**config.mk**
```make
export PLATFORM = sky130hd
export DESIGN_NAME = mul_csa_pipe
export DESIGN_NICKNAME = d
export VERILOG_FILES = /design/src/rtl/mul_csa_pipe_pkg.sv /design/src/rtl/booth_pp_gen.sv /design/src/rtl/full_add.sv /design/src/rtl/half_add.sv /design/src/rtl/mul_csa_pipe_tree.sv /design/src/rtl/mul_csa_pipe.sv
export SDC_FILE = /design/constraint.sdc
export NUM_CORES = 2
export LEC_CHECK = 0
export ABC_AREA = 1
export ABC_CLOCK_PERIOD_IN_PS = 9100
export CAP_MARGIN = 20
export CORE_MARGIN = 2
export CORE_UTILIZATION = 49
export CTS_CLUSTER_SIZE = 10
export DETAILED_ROUTE_END_ITERATION = 8
export PLACE_DENSITY = 0.66
export REMOVE_ABC_BUFFERS = 1
export SYNTH_ARGS = -nofsm -noshare
export SYNTH_HDL_FRONTEND = slang
export SYNTH_SLANG_ARGS = --single-unit
```
**constraint.sdc**
```tcl
create_clock -name clk -period 9.1 [get_ports clk]
set_clock_uncertainty 0.05 [all_clocks]
set_input_delay 2.73 -clock clk [delete_from_list [all_inputs] [get_ports clk]]
set_output_delay 2.73 -clock clk [all_outputs]
set_load 0.05 [all_outputs]
```
**src/rtl/mul_csa_pipe_pkg.sv**
```systemverilog
// ------------------------------------------------------------------
// mul_csa_pipe_pkg : widths and Booth select encodings for mul_csa_pipe
// Rev 1.0
// ------------------------------------------------------------------
`default_nettype none

package mul_csa_pipe_pkg;

  localparam int MUL_W  = 32;
  localparam int RES_W  = 64;
  localparam int PP_NUM = 17;
  localparam int MAG_W  = MUL_W + 2;
  localparam int PP_W   = 66;

  typedef enum logic [2:0] {
    BOOTH_ZERO = 3'd0,
    BOOTH_P1   = 3'd1,
    BOOTH_P2   = 3'd2,
    BOOTH_M1   = 3'd3,
    BOOTH_M2   = 3'd4
  } booth_sel_e;

  // Group is {b[2i+1], b[2i], b[2i-1]}
  function automatic booth_sel_e booth_decode(input logic [2:0] grp);
    case (grp)
      3'b001, 3'b010: return BOOTH_P1;
      3'b011:         return BOOTH_P2;
      3'b100:         return BOOTH_M2;
      3'b101, 3'b110: return BOOTH_M1;
      default:        return BOOTH_ZERO;
    endcase
  endfunction

endpackage

`default_nettype wire

```
**src/rtl/booth_pp_gen.sv**
```systemverilog
// ------------------------------------------------------------------
// booth_pp_gen : radix-4 Booth partial product, pre-shifted, with negate flag
// Rev 1.0
// ------------------------------------------------------------------
`default_nettype none

module booth_pp_gen
  import mul_csa_pipe_pkg::*;
#(
  parameter int SHIFT = 0
) (
  input  logic [2:0]      grp,
  input  logic [MUL_W:0]  a,
  output logic [PP_W-1:0] pp,
  output logic            neg
);

  booth_sel_e       sel;
  logic [MAG_W-1:0] mag;
  logic [PP_W-1:0]  ext;

  assign sel = booth_decode(grp);

  always_comb begin
    mag = '0;
    case (sel)
      BOOTH_P1, BOOTH_M1: mag = {a[MUL_W], a};
      BOOTH_P2, BOOTH_M2: mag = {a, 1'b0};
      default:            mag = '0;
    endcase
  end

  assign neg = (sel == BOOTH_M1) || (sel == BOOTH_M2);

  // Ones' complement only; the +1 of the negation is injected at bit SHIFT in the tree
  assign ext = {{(PP_W - MAG_W){mag[MAG_W-1]}}, mag} ^ {PP_W{neg}};
  assign pp  = ext << SHIFT;

endmodule

`default_nettype wire

```
**src/rtl/full_add.sv**
```systemverilog
// ------------------------------------------------------------------
// full_add : single-bit 3:2 carry-save cell
// Rev 1.0
// ------------------------------------------------------------------
`default_nettype none

module full_add (
  input  logic a,
  input  logic b,
  input  logic ci,
  output logic s,
  output logic co
);

  assign s  = a ^ b ^ ci;
  assign co = (a & b) | (a & ci) | (b & ci);

endmodule

`default_nettype wire

```
**src/rtl/half_add.sv**
```systemverilog
// ------------------------------------------------------------------
// half_add : single-bit 2:2 cell
// Rev 1.0
// ------------------------------------------------------------------
`default_nettype none

module half_add (
  input  logic a,
  input  logic b,
  output logic s,
  output logic c
);

  assign s = a ^ b;
  assign c = a & b;

endmodule

`default_nettype wire

```
**src/rtl/mul_csa_pipe_tree.sv**
```systemverilog
// ------------------------------------------------------------------
// mul_csa_pipe_tree : Booth partial products reduced to sum/carry rows
// Rev 1.0
// ------------------------------------------------------------------
`default_nettype none

module mul_csa_pipe_tree
  import mul_csa_pipe_pkg::*;
(
  input  logic [MUL_W-1:0] a,
  input  logic [MUL_W-1:0] b,
  input  logic             sgn,
  output logic [RES_W-1:0] sum,
  output logic [RES_W-1:0] carry
);

  localparam int ROWS = PP_NUM + 1;
  localparam int LVLS = ROWS - 2;

  logic [MUL_W:0]              ax;
  logic [MUL_W+1:0]            bx;
  logic [MUL_W+2:0]            bg;
  logic [PP_NUM-1:0][PP_W-1:0] pp;
  logic [PP_NUM-1:0]           neg;
  logic [PP_NUM-1:0]           pp_spare;
  logic [RES_W-1:0]            inj;
  logic [ROWS-1:0][RES_W-1:0]  rows;
  logic [LVLS:0][RES_W-1:0]    s_row;
  logic [LVLS:0][RES_W-1:0]    c_row;
  logic [LVLS-1:0]             lvl_spare;
  logic                        unused_bits;

  assign ax = {sgn & a[MUL_W-1], a};
  assign bx = {{2{sgn & b[MUL_W-1]}}, b};
  assign bg = {bx, 1'b0};

  for (genvar i = 0; i < PP_NUM; i++) begin : g_pp
    booth_pp_gen #(.SHIFT(2 * i)) u_pp (
      .grp (bg[2*i+2 -: 3]),
      .a   (ax),
      .pp  (pp[i]),
      .neg (neg[i])
    );
    assign rows[i]     = pp[i][RES_W-1:0];
    assign pp_spare[i] = ^pp[i][PP_W-1:RES_W];
  end

  // Negation carry-ins land on distinct even columns, so they share one row
  always_comb begin
    inj = '0;
    for (int i = 0; i < PP_NUM; i++) inj[2*i] = neg[i];
  end
  assign rows[ROWS-1] = inj;

  assign s_row[0] = rows[0];
  assign c_row[0] = rows[1];

  // Carry rows are always zero in column 0, so that column only needs a half adder
  for (genvar k = 0; k < LVLS; k++) begin : g_lvl
    logic [RES_W-1:0] ns;
    logic [RES_W-1:0] co;
    for (genvar j = 0; j < RES_W; j++) begin : g_bit
      if (j == 0) begin : g_ha
        half_add u_ha (
          .a (s_row[k][j]),
          .b (rows[k+2][j]),
          .s (ns[j]),
          .c (co[j])
        );
      end else begin : g_fa
        full_add u_fa (
          .a  (s_row[k][j]),
          .b  (c_row[k][j]),
          .ci (rows[k+2][j]),
          .s  (ns[j]),
          .co (co[j])
        );
      end
    end
    assign s_row[k+1]   = ns;
    assign c_row[k+1]   = {co[RES_W-2:0], 1'b0};
    assign lvl_spare[k] = co[RES_W-1] ^ c_row[k][0];
  end

  assign sum         = s_row[LVLS];
  assign carry       = c_row[LVLS];
  assign unused_bits = ^{lvl_spare, pp_spare};

endmodule

`default_nettype wire

```
**src/rtl/mul_csa_pipe.sv**
```systemverilog
// ------------------------------------------------------------------
// mul_csa_pipe : two-stage 32x32 signed/unsigned multiplier, valid/ready
// Rev 1.0
// ------------------------------------------------------------------
`default_nettype none

module mul_csa_pipe
  import mul_csa_pipe_pkg::*;
(
  input  logic             clk,
  input  logic             reset,
  input  logic             flush,
  input  logic             in_valid,
  output logic             in_ready,
  input  logic             in_signed,
  input  logic [MUL_W-1:0] in_a,
  input  logic [MUL_W-1:0] in_b,
  output logic             out_valid,
  input  logic             out_ready,
  output logic [RES_W-1:0] out_result
);

  logic             s1_valid;
  logic [RES_W-1:0] s1_sum;
  logic [RES_W-1:0] s1_carry;
  logic [RES_W-1:0] tree_sum;
  logic [RES_W-1:0] tree_carry;
  logic             s1_adv;
  logic             in_fire;
  logic             s1_fire;

  mul_csa_pipe_tree u_tree (
    .a     (in_a),
    .b     (in_b),
    .sgn   (in_signed),
    .sum   (tree_sum),
    .carry (tree_carry)
  );

  assign s1_adv   = ~out_valid | out_ready;
  assign in_ready = ~flush & (~s1_valid | s1_adv);
  assign in_fire  = in_valid & in_ready;
  assign s1_fire  = s1_valid & s1_adv;

  always_ff @(posedge clk or posedge reset) begin
    if (reset) begin
      s1_valid  <= 1'b0;
      out_valid <= 1'b0;
    end else if (flush) begin
      s1_valid  <= 1'b0;
      out_valid <= 1'b0;
    end else begin
      if (in_fire)     s1_valid <= 1'b1;
      else if (s1_adv) s1_valid <= 1'b0;
      if (s1_adv)      out_valid <= s1_valid;
    end
  end

  always_ff @(posedge clk or posedge reset) begin
    if (reset) begin
      s1_sum     <= '0;
      s1_carry   <= '0;
      out_result <= '0;
    end else begin
      if (in_fire) begin
        s1_sum   <= tree_sum;
        s1_carry <= tree_carry;
      end
      if (s1_fire) out_result <= s1_sum + s1_carry;
    end
  end

endmodule

`default_nettype wire

```
==> impl_results.md <==
* Status: finished with violations
* Failing checks: negative setup slack
* Mapped Cells at 4362
* Total Wirelength at 112500 µm
* Max_cap viols at 0
* # hold bufs at CTS at 0
* Placed cell area at 0.03967 mm²
* Vias in the first global route at 31424
* Initial Util at 49.58%
* Min-delay worst type: flop to flop
* Top cell type's share of synthesized area at 28.93%
* CTS tree: yes
* Worst reg2reg startpoint: s1_valid$_DFFE_PP0P_
* CP Max Fanout at 8
* DRC violation count after routing at 0
* # rows at 98
* Most used routing layer: met2
* Share of cells above drive strength 1 at 22.73%
* Hold Vio Cnt, Final at 0
* RD Place Congestion at 0.9897
* Core Footprint at 0.07173 mm²
* Clock latency on the worst-skew pair at 0.46 ns
* Final worst slack at -2.779 ns
* Met2 Track Usage GR at 49.19%
* Initial drt markers at 2525
* Avg Cell Area, Syn at 8.154 µm²
* Area Growth Syn to Fin at 22.43%
* Slew HR at 32.19%
* Crit path launch type: input pin
* H-tree Lvls at 4
* Tcrit/Tclk final at 130.5%
* Crit Path Category: input pin to flop
* Die W at 273.4 µm
* Setup violators final at 97
* Slowest-stage cell, CP: fa_2
* Worst EP arrival at 12.23 ns
* YS warnings at 0
* Crit path from: in_b[3]
* Ant diodes at 0
* Synth area leader: fa_1
* Slowest Stage Delay on Critical Path at 0.61 ns
* Total grt overflow at 0
* Global Route met3 Usage at 2.596%
* Post-Syn Area at 0.03557 mm²
* Hold path startpoint: s1_carry[5]$_DFFE_PP0P_
* Met1 Resource Use GR at 40.91%
* Final TNS setup at -213.48 ns
* Largest cells by area after synthesis: fa_1, xor2_1, dfrtp_1
* CTS clock-pin slew for the worst setup and hold paths at 0.08 ns
* Final #Nets at 5394
* Initial antenna violation count at 4
* Via density per instance at 5.637
* Worst Max-Slew Pin Slew at 1.017 ns
* Cell variety after synth at 40
* Clock buffer depth at 2
* Max-slew violations at 0
* ANT nets after route at 0
* Post-synthesis sequential area ratio at 13.02%
* Data required, critical path at 9.45 ns
* Worst path most repeated cell: fa_2
* Initial DRT Pass Iterations at 6
* Full die area at 0.07476 mm²
* Die Ht at 273.4 µm
* Fillcell total at 6178
* Vias at 31201
* Unrepaired setup endpoints after global routing: yes
* First-pass GRT wire length at 175800 µm
* Synthesized flop and latch total at 185
* Max Clock Freq at 0.08418 GHz
* Largest net degree at the start of global routing at 117
* Clk root buf: clkbuf_16
* Number of I/O pins at 136
* Design area at 0.04354 mm²
* Dpl hpwl at 87750 µm
* Port bufs at 135
* Fin util at 60.70%
* Crit path time final at 11.88 ns
* Crit end category: flop
* Cts bufs inserted at 17
* Wire per inst at 20.33 µm
* Clock sink count at 185
* Total GRT Usage at 29.83%
==> Yosys cell counts (all sizes together) <==
library cell	instances
a21oi	52
a31oi	1
and2	4
buf	121
clkbuf	168
clkinv	12
conb	1
dfrtp	185
fa	514
ha	238
inv	553
nand2	1034
nand3	86
nand3b	11
nand4	14
nor2	192
nor3	22
o21a	1
o21ai	76
o21bai	4
o22ai	511
or2	5
xnor2	26
xor2	531
==> per-layer routing <==
metal  part of all wire [%]  up-vias
met4                    4.1        0
met1                     43    15434
met5                      0        -
met3                    5.7      223
met2                     47     1212
li1                       -    14332
==> registers in the layout (all words and copies together) (netlist names) <==
signal / cells
s1_valid: 1
s1_carry: 55
out_result: 64
out_valid: 1
s1_sum: 64
==> cell families after synthesis <==
| logic type | count (synthesis) | share of synthesized area, % |
|---|---|---|
| simple gates | 1368 | 15.72 |
| buf+inv | 854 | 9.287 |
| fa+ha+maj | 752 | 37.30 |
| compound gates | 645 | 10.94 |
| xor+xnor | 557 | 13.72 |
| flops | 185 | 13.02 |
| other cells | 1 | 0.01054 |
==> worst paths after layout <==
kind | cells past startpoint | to | slack [ns]
setup / recovery | 28 | s1_sum[36]$_DFFE_PP0P_ | -2.78
hold / removal | 2 | s1_carry[5]$_DFFE_PP0P_ | 0.43
setup reg to reg | 7 | s1_sum[22]$_DFFE_PP0P_ | 5.84
hold reg to reg | 2 | s1_carry[5]$_DFFE_PP0P_ | 0.43
max in group asynchronous | 3 | s1_sum[31]$_DFFE_PP0P_ | 4.91
min in group asynchronous | 2 | out_valid$_DFFE_PP0P_ | 2.70
==> critical path, delay by kind of cell <==
family                   cells  cell delay (ns)
AND/OR/NAND/NOR              4             0.35
AO/OA/AOI/OAI                1             0.15
buffers and inverters        6             0.78
XOR/XNOR                     1             0.22
adder cells (fa/ha/maj)     16             7.97
==> cell usage in the layout (no fill, tap or decap), types with 14 or more instances in the layout <==
cell,netlist,routed
fa_2,0,272
o21ai_2,0,14
nor2_1,168,158
a21oi_1,52,48
clkbuf_16,0,17
o22ai_2,0,25
inv_1,539,462
nand3_1,82,82
ha_1,238,118
nand4_1,14,14
nor2_2,21,23
dfrtp_1,185,185
inv_2,14,85
clkdlybuf4s50_1,0,123
o22ai_1,511,478
xor2_1,531,523
nand2_2,25,56
buf_12,0,34
buf_4,3,274
buf_6,0,35
nand2_1,1008,973
nor3_1,15,15
o21ai_0,47,44
fa_1,514,242
xnor2_1,26,25
ha_4,0,116
o21ai_1,28,16
==> area by class of cell <==
class | instances | area [µm²] | area share (%)
clock buffers | 17 | 425.4 | 0.9770
clock inverters | 15 | 219.0 | 0.5029
multi-input cells | 3323 | 30390 | 69.79
well taps | 950 | 1189 | 2.730
flip-flops and latches | 185 | 4629 | 10.63
inverters | 565 | 2140 | 4.914
repair buffers | 480 | 4553 | 10.46
==> through the flow <==
step                std cells  hold WS (ns)  setup slack (ns)
floorplan                4073        0.3959            -5.836
global placement         5464        0.4096            -4.327
detailed placement       5465        0.4132            -4.304
CTS                      5524        0.4330            -2.731
global route             5535        0.4503            -2.987
finish                   5535        0.4293            -2.779
==> timing repair <==
item | 4_1_cts | 5_1_grt
setup buffers | 29 | 12
pin swaps | 598 | 100
gates resized for setup | 628 | 87
endpoints found under the setup margin | 101 | 98
Power is not shown: default switching activity piles up to over one toggle a cycle in this logic, so the estimate is an artifact.
